File: config.mk
export PLATFORM = sky130hd
export DESIGN_NAME = masked_subnib_seq
export DESIGN_NICKNAME = d
export VERILOG_FILES = /design/src/rtl/saes_pkg.sv /design/src/rtl/lat_valid_pipe.sv /design/src/rtl/masked_subnib_seq.sv
export SDC_FILE = /design/constraint.sdc
export NUM_CORES = 1
export LEC_CHECK = 0
export ABC_AREA = 1
export CELL_PAD_IN_SITES_DETAIL_PLACEMENT = 1
export CELL_PAD_IN_SITES_GLOBAL_PLACEMENT = 1
export CORE_MARGIN = 4
export CORE_UTILIZATION = 32
export DETAILED_ROUTE_END_ITERATION = 8
export GPL_TIMING_DRIVEN = 1
export HOLD_SLACK_MARGIN = 0.08
export PLACE_DENSITY_LB_ADDON = 0.1
export SLEW_MARGIN = 0
export SYNTH_ARGS = -nofsm -noshare
export SYNTH_HDL_FRONTEND = slang
export SYNTH_SLANG_ARGS = --single-unit
File: constraint.sdc
create_clock -name clk -period 1.4 [get_ports clk]
set_input_delay 0.42 -clock clk [delete_from_list [all_inputs] [get_ports clk]]
set_output_delay 0.42 -clock clk [all_outputs]
set_load 0.05 [all_outputs]
File: src/rtl/saes_pkg.sv
// Shared definitions for the masked S-AES nibble sequencer.
//   NIB_W/STATE_W/NUM_NIB/IDX_W : datapath geometry
//   state_t                     : sequencer FSM encoding
//   nib_sel / nib_ins           : MSB-first nibble extract / insert
package saes_pkg;

    localparam int NIB_W   = 4;
    localparam int STATE_W = 16;
    localparam int NUM_NIB = 4;
    localparam int IDX_W   = 2;

    typedef enum logic [1:0] {
        IDLE  = 2'd0,
        FEED  = 2'd1,
        DRAIN = 2'd2,
        FIN   = 2'd3
    } state_t;

    // k=0 is the most significant nibble.
    function automatic logic [NIB_W-1:0] nib_sel(input logic [STATE_W-1:0] s,
                                                  input logic [IDX_W-1:0]   k);
        case (k)
            2'd0:    return s[15:12];
            2'd1:    return s[11:8];
            2'd2:    return s[7:4];
            default: return s[3:0];
        endcase
    endfunction

    function automatic logic [STATE_W-1:0] nib_ins(input logic [STATE_W-1:0] s,
                                                    input logic [IDX_W-1:0]   k,
                                                    input logic [NIB_W-1:0]   n);
        logic [STATE_W-1:0] r;
        r = s;
        case (k)
            2'd0:    r[15:12] = n;
            2'd1:    r[11:8]  = n;
            2'd2:    r[7:4]   = n;
            default: r[3:0]   = n;
        endcase
        return r;
    endfunction

endpackage

File: src/rtl/lat_valid_pipe.sv
// Valid/index delay line matching the SBox latency. Carries control only,
// so one instance serves both shares.
//   clk, rst        : clock, synchronous active-high clear
//   in_vld, in_idx  : a nibble is on the SBox inputs this cycle, and its index
//   out_vld, out_idx: the SBox outputs this cycle belong to nibble out_idx
module lat_valid_pipe
    import saes_pkg::*;
#(
    parameter int DEPTH = 2
) (
    input  logic             clk,
    input  logic             rst,
    input  logic             in_vld,
    input  logic [IDX_W-1:0] in_idx,
    output logic             out_vld,
    output logic [IDX_W-1:0] out_idx
);

    logic [DEPTH-1:0] vld_q;
    logic [IDX_W-1:0] idx_q [DEPTH];

    always_ff @(posedge clk) begin
        if (rst) begin
            vld_q <= '0;
            for (int i = 0; i < DEPTH; i++) idx_q[i] <= '0;
        end else begin
            vld_q[0] <= in_vld;
            idx_q[0] <= in_idx;
            for (int i = 1; i < DEPTH; i++) begin
                vld_q[i] <= vld_q[i-1];
                idx_q[i] <= idx_q[i-1];
            end
        end
    end

    assign out_vld = vld_q[DEPTH-1];
    assign out_idx = idx_q[DEPTH-1];

endmodule

File: src/rtl/masked_subnib_seq.sv
// Feeds a two-share masked 16-bit state to a single DOM SBox one nibble
// pair per cycle and reassembles the substituted shares.
//   clk, rst           : clock, synchronous active-high reset
//   start              : request, only honoured in IDLE
//   a_in, b_in         : input shares
//   sb_a, sb_b         : nibble pair to the SBox (0 when not issuing)
//   sb_a_out, sb_b_out : SBox output shares, SBOX_LAT cycles later
//   a_out, b_out       : substituted shares, valid at done
//   busy, done         : FEED/DRAIN indicator, one-cycle completion pulse
//
// state | meaning
// IDLE  | waiting for start, SBox inputs held at 0
// FEED  | nibbles 0..3 on the SBox inputs, one per cycle
// DRAIN | SBox inputs at 0, waiting for the last output capture
// FIN   | done pulse, back to IDLE
module masked_subnib_seq #(
    parameter int SBOX_LAT = 2,
    parameter int NUM_NIB  = 4
) (
    input  logic        clk,
    input  logic        rst,
    input  logic        start,
    input  logic [15:0] a_in,
    input  logic [15:0] b_in,
    output logic [3:0]  sb_a,
    output logic [3:0]  sb_b,
    input  logic [3:0]  sb_a_out,
    input  logic [3:0]  sb_b_out,
    output logic [15:0] a_out,
    output logic [15:0] b_out,
    output logic        busy,
    output logic        done
);
    import saes_pkg::*;

    if (SBOX_LAT < 1 || SBOX_LAT > 6) begin : g_bad_lat
        $error("SBOX_LAT must be in 1..6");
    end
    if (NUM_NIB != 4) begin : g_bad_nib
        $error("NUM_NIB must be 4");
    end

    state_t             state_q, state_d;
    logic [STATE_W-1:0] sh_a, sh_b;
    logic               iss_vld;
    logic [IDX_W-1:0]   iss_idx, nxt_idx, cap_cnt, pv_idx;
    logic               pv_vld, accept, issue, last_cap;

    always_ff @(posedge clk) begin
        if (rst) state_q <= IDLE;
        else     state_q <= state_d;
    end

    always_comb begin
        state_d  = state_q;
        accept   = 1'b0;
        issue    = 1'b0;
        busy     = 1'b0;
        done     = 1'b0;
        last_cap = pv_vld && (pv_idx == IDX_W'(NUM_NIB - 1));
        nxt_idx  = iss_idx + 1'b1;
        case (state_q)
            IDLE: begin
                if (start) begin
                    accept  = 1'b1;
                    issue   = 1'b1;
                    nxt_idx = '0;
                    state_d = FEED;
                end
            end
            FEED: begin
                busy = 1'b1;
                if (iss_idx == IDX_W'(NUM_NIB - 1)) state_d = DRAIN;
                else                                issue   = 1'b1;
            end
            DRAIN: begin
                busy = 1'b1;
                if (last_cap) state_d = FIN;
            end
            FIN: begin
                done    = 1'b1;
                state_d = IDLE;
            end
            default: state_d = IDLE;
        endcase
    end

    // Issue control, shared by both shares (no share data here).
    always_ff @(posedge clk) begin
        if (rst) begin
            iss_vld <= 1'b0;
            iss_idx <= '0;
            cap_cnt <= '0;
        end else begin
            iss_vld <= issue;
            if (issue)       iss_idx <= nxt_idx;
            if (accept)      cap_cnt <= '0;
            else if (pv_vld) cap_cnt <= cap_cnt + 1'b1;
        end
    end

    // Share A datapath. Non-issue cycles drive 0 so no stale share value
    // ever toggles onto the SBox input.
    always_ff @(posedge clk) begin
        if (rst) begin
            sh_a  <= '0;
            sb_a  <= '0;
            a_out <= '0;
        end else begin
            if (accept) sh_a <= a_in;
            sb_a <= issue ? nib_sel(accept ? a_in : sh_a, nxt_idx) : '0;
            if (pv_vld) a_out <= nib_ins(a_out, cap_cnt, sb_a_out);
        end
    end

    // Share B datapath, kept structurally separate from share A.
    always_ff @(posedge clk) begin
        if (rst) begin
            sh_b  <= '0;
            sb_b  <= '0;
            b_out <= '0;
        end else begin
            if (accept) sh_b <= b_in;
            sb_b <= issue ? nib_sel(accept ? b_in : sh_b, nxt_idx) : '0;
            if (pv_vld) b_out <= nib_ins(b_out, cap_cnt, sb_b_out);
        end
    end

    lat_valid_pipe #(.DEPTH(SBOX_LAT)) u_pipe (
        .clk    (clk),
        .rst    (rst),
        .in_vld (iss_vld),
        .in_idx (iss_idx),
        .out_vld(pv_vld),
        .out_idx(pv_idx)
    );

endmodule

# Yosys cells after proc, flatten, opt, wreduce, memory -nomap -nowiden
# Memory sizes are Yosys's and may differ from the RTL's.
# Cells that the tools add are included.
[classes]
add_sub_neg = 2
n_eq_ne = 12
n_mux = 21
bitwise_logic = 4
reduce_logical = 13
[ops]
columns = ["op", "count"]
rows = [
  ["$mux W16", 2],
  ["$pmux W4 S3", 2],
  ["$mux W2", 7],
  ["$eq A2 B2 Y1 const B", 6],
  ["$mux W1", 8],
  ["$pmux W2 S4", 1],
  ["$reduce_and A2 Y1", 4],
  ["$eq A2 B1 Y1 const B", 3],
  ["$logic_not A2 Y1", 3],
  ["$ne A2 B2 Y1 const B", 3],
  ["$reduce_or A2 Y1", 3],
  ["$add A2 B1 Y2 const B", 2],
  ["$reduce_and A3 Y1", 1],
  ["$reduce_or A3 Y1", 1],
  ["$not A1 Y1", 2],
  ["$or A1 B1 Y1", 2],
  ["$pmux W1 S2", 1],
  ["$logic_and A1 B1 Y1", 1],
]
[word_totals]
register_bits = 81
mem_bits_rw = 4
in_bits = 43
elab_cells = 70
mem_count = 1
[memory_table]
columns = ["name", "depth", "word_bits", "read_ports", "rd_clocked_by_memory_dff", "wr", "line_no", "rtl"]
rows = [
  ["u_pipe.idx_q", 2, 2, 2, 0, 2, "lat_valid_pipe.sv:20", "logic [IDX_W-1:0] idx_q [DEPTH];"],
]

# Logic depth before layout (Yosys ltp)
# Gate-level depths: netlist of run 1.
[logic_depth]
ltp_word = 5
ltp_mapped = 11
ltp_nobuf = 9

# By module
# Synthesis of run 1 repeated with hierarchy kept, for this count alone.
[hier_totals]
hier_cells = 480
hier_area_um2 = 3540.9
[modules_own_cells]
columns = ["module", "instances", "cells_per_inst", "area_per_inst_um2", "seq_area_each_um2"]
rows = [
  ["masked_subnib_seq", 1, 460, 3360.7, 1581.5],
  ["lat_valid_pipe", 1, 20, 180.2, 120.1],
]

# Worst setup path before layout of run 1
# No wires, ideal clock.
[synth_timing]
kind = "register to register"
from = "register iss_idx[0]"
to = "register sb_b[2]"
setup_ns = 0.112
arrival_time_ns = 1.313
required_time_ns = 1.288
slack_ns = -0.025
path_stages_with_launch = 8
path_buffers = 0
path_cell_list = "dfxtp_1 > ha_1 > nand2_4 > nor2_8 > inv_2 > nand2_1 > nor2_1 > nor2_2"
[synth_between]
elab_chain_len = 5
[synth_rtl]
columns = ["element", "line_no", "rtl"]
rows = [
  ["start, declared", "masked_subnib_seq.sv:46", "logic [IDX_W-1:0] iss_idx, nxt_idx, cap_cnt, pv_idx;"],
  ["start signal, assigned", "masked_subnib_seq.sv:96", "if (issue) iss_idx <= nxt_idx;"],
  ["$add A2 B1 Y2 / $eq A2 B2 Y1 (equally long branches)", "masked_subnib_seq.sv:61, masked_subnib_seq.sv:73", ""],
  ["$mux W2 / $mux W1 (equally long branches)", "masked_subnib_seq.sv:64, masked_subnib_seq.sv:73", ""],
  ["$mux W2 / $pmux W1 S2 (equally long branches)", "masked_subnib_seq.sv:62", "case (state_q)"],
  ["$eq A2 B2 Y1, or another cell as far along", "saes_pkg.sv:22", "case (k)"],
  ["$pmux W4 S3 / $reduce_or A2 Y1 (equally long branches)", "--", ""],
  ["end signal, assigned", "masked_subnib_seq.sv:124", "sb_b <= issue ? nib_sel(accept ? b_in : sh_b, nxt_idx) : '0;"],
  ["end, declared", "masked_subnib_seq.sv:26", "output logic [3:0] sb_b,"],
]
# Several ways; a longest one is shown, not always the timed one.
# A chain may end at the register's enable or synchronous reset.

# Final worst setup path of run 1
[layout_timing]
from = "register state_q[0]"
to = "output busy"
[layout_between]
elab_chain_len = 3
[layout_rtl]
columns = ["element", "line_no", "rtl"]
rows = [
  ["start, declared", "masked_subnib_seq.sv:43", "state_t state_q, state_d;"],
  ["start signal, assigned", "masked_subnib_seq.sv:51", "else state_q <= state_d;"],
  ["$eq A2 B2 Y1 / $eq A2 B1 Y1 (equally long branches)", "masked_subnib_seq.sv:62", ""],
  ["$reduce_or A2 Y1 (no line) (*)", "--", ""],
  ["$mux W1 (*)", "masked_subnib_seq.sv:62", ""],
  ["end, declared", "masked_subnib_seq.sv:31", "output logic busy,"],
]
# Mark *: on every way between the ends. The rest lies on a longest branch, timed or not.

==> out/results.tsv, run 1 <==
stage	metric	value	unit
timing	final worst path period share	115	%
clocking	CTS H-Tree Depth	3	
logic_synthesis	Synth Instances	478	
route	DRC	0	
clocking	# clock sinks	85	
floorplanning	die extent in y	113	um
timing	PnR worst setup slack	-0.205	ns
setup_path	Worst Path Max Fanout	2	
clocking	Clk Latency, worst-skew pair	0.37	ns
timing	final setup violation count	11	
placed_design	dpl cells	736	
finish	Diodes inserted	0	
clocking	Clock Path Buffers	2	
power_and_ir_drop	P_leak	2.62	nW
floorplanning	row cnt	38	
timing	FMAX	623	MHz
finish	P&R area growth vs syn	74.0	%
logic_synthesis	syn_nets	531	
timing	min cycle time layout	1.60	ns
route	met3 routed WL	427	um
setup_path	critical path class	reg -> out	
min_path	Hold Crit Start	u_pipe.vld_q[0]	
route	Top Layer Used	met4	
floorplanning	die area	0.0127	mm2
placed_design	final RePlAce weighted congestion	0.760	
clocking	CTS tree	built	
timing	worst hold slack	0.408	ns
route	Routed Wire Length	12200	um
setup_path	Worst setup SP type	flop	
placed_design	Placed Area	0.00527	mm2
setup_path	crit path cell chain	inv_2 -> ha_4 -> buf_12	
logic_synthesis	Seq/Total Area, Yosys	48.4	%
global_route	GRT Total Usage	18.4	%
route	initial DRC count	104	
finish	Util after Layout	56.7	%
placed_design	I/O Buffers	84	
setup_path	Largest stage delay, worst path	0.36	ns
power_and_ir_drop	Power Density	1690	mW/mm2
global_route	vias in the first global route	3775	
global_route	initial antenna violation count	0	
route	vias per cell	4.68	
placed_design	hpwl dp	8460	um
clocking	CTS clk-pin slew, worst paths	0.09	ns
global_route	first-pass GRT wire length	18500	um
clocking	total clock buffers created by CTS	9	
route	metal2 WL	6490	um
floorplanning	starting density of the core	32.6	%
power_and_ir_drop	Pwr Total	10.3	mW
finish	most frequent cells in the layout	86 x nor2_1, 83 x nand2_1, 79 x dfxtp_1	
status	failing checks	setup timing	
timing	Slew @ Worst Pin	0.379	ns
logic_synthesis	Synth Register Bits	85	
floorplanning	core area	0.0108	mm2
min_path	HP Class	reg -> reg	
timing	worst clock skew	0.0163	ns
finish	leading cell type in the layout, fill and taps excluded	nor2_1	
setup_path	FF-to-FF Start	state_q[0]	
global_route	GRT overflow	0	
setup_path	Critical Path Sink Type	output pin	
setup_path	arrival time worst endpoint	1.18	ns
min_path	sink of the worst hold path	u_pipe.vld_q[1]	
job	Max Cap Viol	0	
finish	share of layout cells above drive strength 1	36.5	%
clocking	Root Driver	clkbuf_8	
setup_path	R2R cell count	10	
finish	nets@finish	678	
min_path	hold path depth	2	
setup_path	CP required	0.98	ns
floorplanning	Die Wd	113	um
timing	RSZ-0062 raised after global routing	true	
logic_synthesis	distinct cell type count of the synthesized netlist	21	
status	status	finished, violations left	
route	drt first pass iters	4	
logic_synthesis	synth warn	0	
setup_path	Reg2Reg Setup Slack	-0.17	ns
timing	Max-slew headroom	74.7	%
timing	final count of hold timing violations	0	
setup_path	slowest CP cell	dfxtp_2	
setup_path	worst r2r dst	sb_b[0]	
placed_design	dpl ws	-0.544	ns
logic_synthesis	Syn Area/Cell	7.36	um2
timing	TNS Setup	-1.13	ns
timing	Slew Viols, Final	0	
floorplanning	io pins	85	
route	vias	3602	
finish	Non-Filler Instances	770	
route	M1 WL	4870	um
logic_synthesis	Synth Cell Area	0.00352	mm2
finish	final instance area	0.00612	mm2
global_route	largest net degree at the start of global routing	34	
power_and_ir_drop	VDD IR max	0.809	mV
route	ANT nets after route	0	
route	Routed wire per std cell	15.8	um
## where the power goes
part / switching [mW] / total, mW / internal [mW]
Sequential: 0.204 / 2.98 / 2.77
Clock: 0.964 / 1.85 / 0.886
Combinational: 2.85 / 5.50 / 2.65
Total: 4.02 / 10.3 / 6.31
## worst max-delay path by stage
stage,from,end,slack [ns],cells past startpoint
after global routing,state_q[0],sb_b[0],-0.28,9
after CTS,state_q[0],busy,-0.21,3
after detailed placement,start,sb_a[0],-0.54,9
after floorplan,state_q[1],busy,-0.0007,2
after global placement,start,sb_b[0],-0.52,8
final,state_q[0],busy,-0.20,3
## routing by layer
layer,vias to the layer above,global-route usage [%]
li1,1800,-
met1,1695,21.3
met2,85,32.9
met3,22,3.69
met4,0,7.37
met5,-,0
## worst max-delay path, delay by kind of cell (launching register included)
| kind | cells | cell delay, ns |
|---|---|---|
| buffers and inverters | 2 | 0.19 |
| adder cells (fa/ha/maj) | 1 | 0.27 |
| flip-flops | 1 | 0.36 |
## Yosys cell counts
cell type    n  area (um2)
buf_2        4        20.0
buf_4        4        30.0
ha_1        10         125
buf_1        4        15.0
o21ai_4      1        16.3
clkbuf_1     3        11.3
nand2_1    131         492
o21ai_1      8        40.0
nor2_1      95         357
nor2_4       3        33.8
nand3_1     26         130
nor2_8       1        20.0
inv_1       29         109
o21ai_0     33         165
nor2_2       2        12.5
dfxtp_1     85        1700
nand2_4      1        11.3
buf_6        4        45.0
a21oi_1     30         150
inv_2        3        11.3
nand2_8      1        20.0
## final cells by class
type,count,area (um2)
Fill cell,1252,4680
Tap cell,140,175
Inverter,32,128
Timing Repair Buffer,153,1970
Sequential cell,85,1710
Clock buffer,10,138
Multi-Input combinational cell,344,1920
Clock inverter,6,71.3
## flip-flops by register name, summed over array words and instances (netlist names)
| name | count |
|---|---|
| cap_cnt | 2 |
| a_out | 16 |
| iss_vld | 1 |
| b_out | 16 |
| u_pipe.idx_q | 4 |
| iss_idx | 2 |
| u_pipe.vld_q | 2 |
| sh_b | 16 |
| sb_b | 4 |
| sb_a | 4 |
| sh_a | 16 |
| state_q | 2 |
## kinds of logic after synthesis
family	count (synthesis)	share of synthesized area, %
and+or+nand+nor	260	30.6
DFF	85	48.4
AOI/OAI and AO/OA	72	10.6
buffers and inverters	51	6.87
adders and majority gates	10	3.56
## what timing repair did
action,4_1_cts,5_1_grt
hold buffers,0,0
pin swaps,16,39
hold endpoints to repair,0,0
gates resized for setup,48,77
setup endpoints to repair,42,35
cloned,4,3
buffers inserted,7,6
Note: power is estimated with default switching activity, not from simulation.
==> run 2: changes to the inputs <==
--- a/config.mk
+++ b/config.mk
@@ -6,10 +6,11 @@
 export NUM_CORES = 1
 export LEC_CHECK = 0
 export ABC_AREA = 1
+export CAP_MARGIN = 20
 export CELL_PAD_IN_SITES_DETAIL_PLACEMENT = 1
 export CELL_PAD_IN_SITES_GLOBAL_PLACEMENT = 1
 export CORE_MARGIN = 4
-export CORE_UTILIZATION = 32
+export CORE_UTILIZATION = 35
 export DETAILED_ROUTE_END_ITERATION = 8
 export GPL_TIMING_DRIVEN = 1
 export HOLD_SLACK_MARGIN = 0.08
==> constraint.sdc (replaced) <==
create_clock -name clk -period 1.6 [get_ports clk]
set_input_delay 0.48 -clock clk [delete_from_list [all_inputs] [get_ports clk]]
set_output_delay 0.48 -clock clk [all_outputs]
set_load 0.05 [all_outputs]
==> out/results.tsv, run 2 (synthesis gave the netlist of run 1 again) <==
stage	metric	value	unit	change
setup_path	Largest stage delay, worst path	0.35	ns	about the same
floorplanning	core area	0.00977	mm2	-9.4%
timing	final setup violation count	2		-9
finish	area occupied by multi-input gates	0.00161	mm2	-16%
route	drt first pass iters	4		unchanged
placed_design	I/O Buffers	84		unchanged
clocking	# clock sinks	85		unchanged
clocking	CTS H-Tree Depth	3		unchanged
setup_path	Worst Path Max Fanout	2		unchanged
setup_path	CP startpoint	state_q[0]		
timing	RSZ-0062 raised after global routing	true		
route	Routed wire per std cell	14.9	um	-5.9%
setup_path	critical path class	reg -> out		
floorplanning	starting density of the core	36.0	%	+3.4 points
finish	share of layout cells above drive strength 1	22.2	%	-14 points
floorplanning	die area	0.0117	mm2	-8.0%
setup_path	Largest delay share family, worst path	flip-flops		
job	Max Cap Viol	0		unchanged
finish	nets@finish	666		-1.8%
min_path	HP Class	reg -> reg		
setup_path	CP Buf/Inv Count	2		unchanged
route	Routed Wire Length	11100	um	-8.4%
global_route	vias in the first global route	3806		+0.82%
route	vias	3541		-1.7%
route	DRC	0		unchanged
setup_path	R2R cell count	8		-2
placed_design	Placed Area	0.00529	mm2	+0.33%
setup_path	Critical Path Sink Type	output pin		
global_route	first-pass GRT wire length	18100	um	-2.0%
setup_path	CP required	1.12	ns	+0.14 ns
route	initial DRC count	77		-26%
floorplanning	row cnt	36		-5.3%
timing	final worst path period share	103	%	
power_and_ir_drop	P_leak	2.43	nW	-7.5%
finish	register area	0.00170	mm2	-0.29%
setup_path	Worst setup SP type	flop		
timing	Max-slew headroom	81.5	%	+6.8 points
power_and_ir_drop	Pwr Total	7.61	mW	-26%
global_route	initial antenna violation count	0		unchanged
finish	most frequent cells in the layout	131 x nand2_1, 92 x nor2_1, 83 x dfxtp_1		
power_and_ir_drop	VDD IR max	0.657	mV	-19%
setup_path	Reg2Reg Setup Slack	0.06	ns	+0.23 ns
power_and_ir_drop	Power Density	1370	mW/mm2	-19%
floorplanning	Die Wd	108	um	-4.1%
clocking	Clock Path Buffers	2		unchanged
timing	Slew @ Worst Pin	0.277	ns	-0.102 ns
setup_path	arrival time worst endpoint	1.16	ns	-0.02 ns
timing	worst hold slack	0.412	ns	+0.00371 ns
timing	final count of hold timing violations	0		unchanged
placed_design	hpwl dp	8610	um	+1.7%
timing	Slew Viols, Final	0		unchanged
setup_path	worst r2r dst	sb_a[3]		
setup_path	worst setup path endpoint	busy		
finish	leading cell type in the layout, fill and taps excluded	nand2_1		
setup_path	critical path depth in cells	3		unchanged
clocking	hold buffers post-CTS	0		unchanged
clocking	total clock buffers created by CTS	9		unchanged
placed_design	final RePlAce weighted congestion	0.775		+2.0%
setup_path	crit path cell chain	inv_2 -> ha_4 -> buf_12		
timing	min cycle time layout	1.64	ns	
finish	final instance area	0.00554	mm2	-9.5%
timing	PnR worst setup slack	-0.0411	ns	+0.164 ns
timing	FMAX	609	MHz	
floorplanning	die extent in y	108	um	-4.1%
status	failing checks	setup timing		
global_route	GRT Total Usage	19.9	%	+1.6 points
finish	Diodes inserted	0		unchanged
finish	P&R area growth vs syn	57.4	%	
finish	Fillers	1225		-2.2%
route	ANT nets after route	0		unchanged
setup_path	FF-to-FF Start	iss_idx[0]		
floorplanning	io pins	85		unchanged
global_route	largest net degree at the start of global routing	33		-2.9%
clocking	Clk Latency, worst-skew pair	0.36	ns	about the same
global_route	GRT overflow	0		unchanged
route	vias per cell	4.72		+0.93%
timing	worst clock skew	0.0155	ns	-0.000791 ns
clocking	Root Driver	clkbuf_8		
clocking	CTS tree	built		
setup_path	slowest CP cell	dfxtp_2		
status	status	finished, violations left		
clocking	CTS clk-pin slew, worst paths	0.09	ns	about the same
placed_design	dpl ws	-0.515	ns	+0.0289 ns
==> run 2: cell types whose count changed in the layout (fill, tap and decap cells not counted), sizes merged <==
| cell | before | now |
|---|---|---|
| buf | 108 | 100 |
| nand2 | 134 | 133 |
| clkbuf | 13 | 9 |
| clkinvlp | 2 | 3 |
| clkinv | 2 | 1 |
==> run 2: power by group <==
part | leakage, nW | switching, mW | total, mW | internal [mW]
clock network | 0.0895 | 0.834 | 1.56 | 0.726
logic | 1.64 | 1.94 | 3.47 | 1.53
registers | 0.693 | 0.159 | 2.58 | 2.42
total | 2.43 | 2.93 | 7.61 | 4.68
==> run 2: stage by stage <==
| step | instances | TNS (ns) | util [%] |
|---|---|---|---|
| finish | 750 | -0.0540 | 56.6 |
| global route | 750 | -0.155 | 56.6 |
| CTS | 749 | -0.0787 | 56.5 |
| detailed placement | 733 | -10.68 | 54.1 |
| global placement | 733 | -9.23 | 54.1 |
| floorplan | 478 | 0 | - |
==> run 2: per-layer routing <==
| metal | routed length, um | vias up | part of all wire, % | global-route usage, % |
|---|---|---|---|---|
| met3 | 400 | 22 | 3.6 | 3.34 |
| met5 | 0 | - | 0 | 0 |
| met4 | 273 | 0 | 2.4 | 7.75 |
| met1 | 4540 | 1676 | 41 | 21.5 |
| li1 | - | 1765 | - | - |
| met2 | 5930 | 78 | 53 | 38.3 |
==> run 2: worst reg2reg max path: stages, from the launching register on <==
cell	delay [ns]
dfxtp_1	0.34
ha_1	0.41
nand2_4	0.16
nor2_8	0.04
inv_2	0.07
buf_4	0.12
nand2_1	0.05
nor2_1	0.20
nor2_1	0.06
==> run 2: worst min-delay path by stage <==
stage,from,endpoint,depth (start not counted)
6_report,u_pipe.vld_q[0],u_pipe.vld_q[1],2
5_1_grt,iss_vld,u_pipe.vld_q[0],2
4_1_cts,iss_vld,u_pipe.vld_q[0],2
3_5_place_dp,u_pipe.vld_q[0],u_pipe.vld_q[1],2
3_3_place_gp,u_pipe.idx_q[0][1],u_pipe.idx_q[0][3],2
2_1_floorplan,u_pipe.idx_q[0][0],u_pipe.idx_q[0][2],2
==> run 2: final cells by class <==
cell class,count,area share (%)
Tap cell,133,3.01
Clock inverter,6,1.31
Multi-Input combinational cell,343,29.1
Inverter,32,2.17
Timing Repair Buffer,142,31.4
Clock buffer,9,2.24
Sequential cell,85,30.8
==> run 2: what timing repair did <==
action / 4_1_cts / 5_1_grt
cloned: 0 / 1
pin swaps: 1 / 3
setup endpoints to repair: 8 / 8
gates resized for setup: 9 / 3
setup buffers: 1 / 0
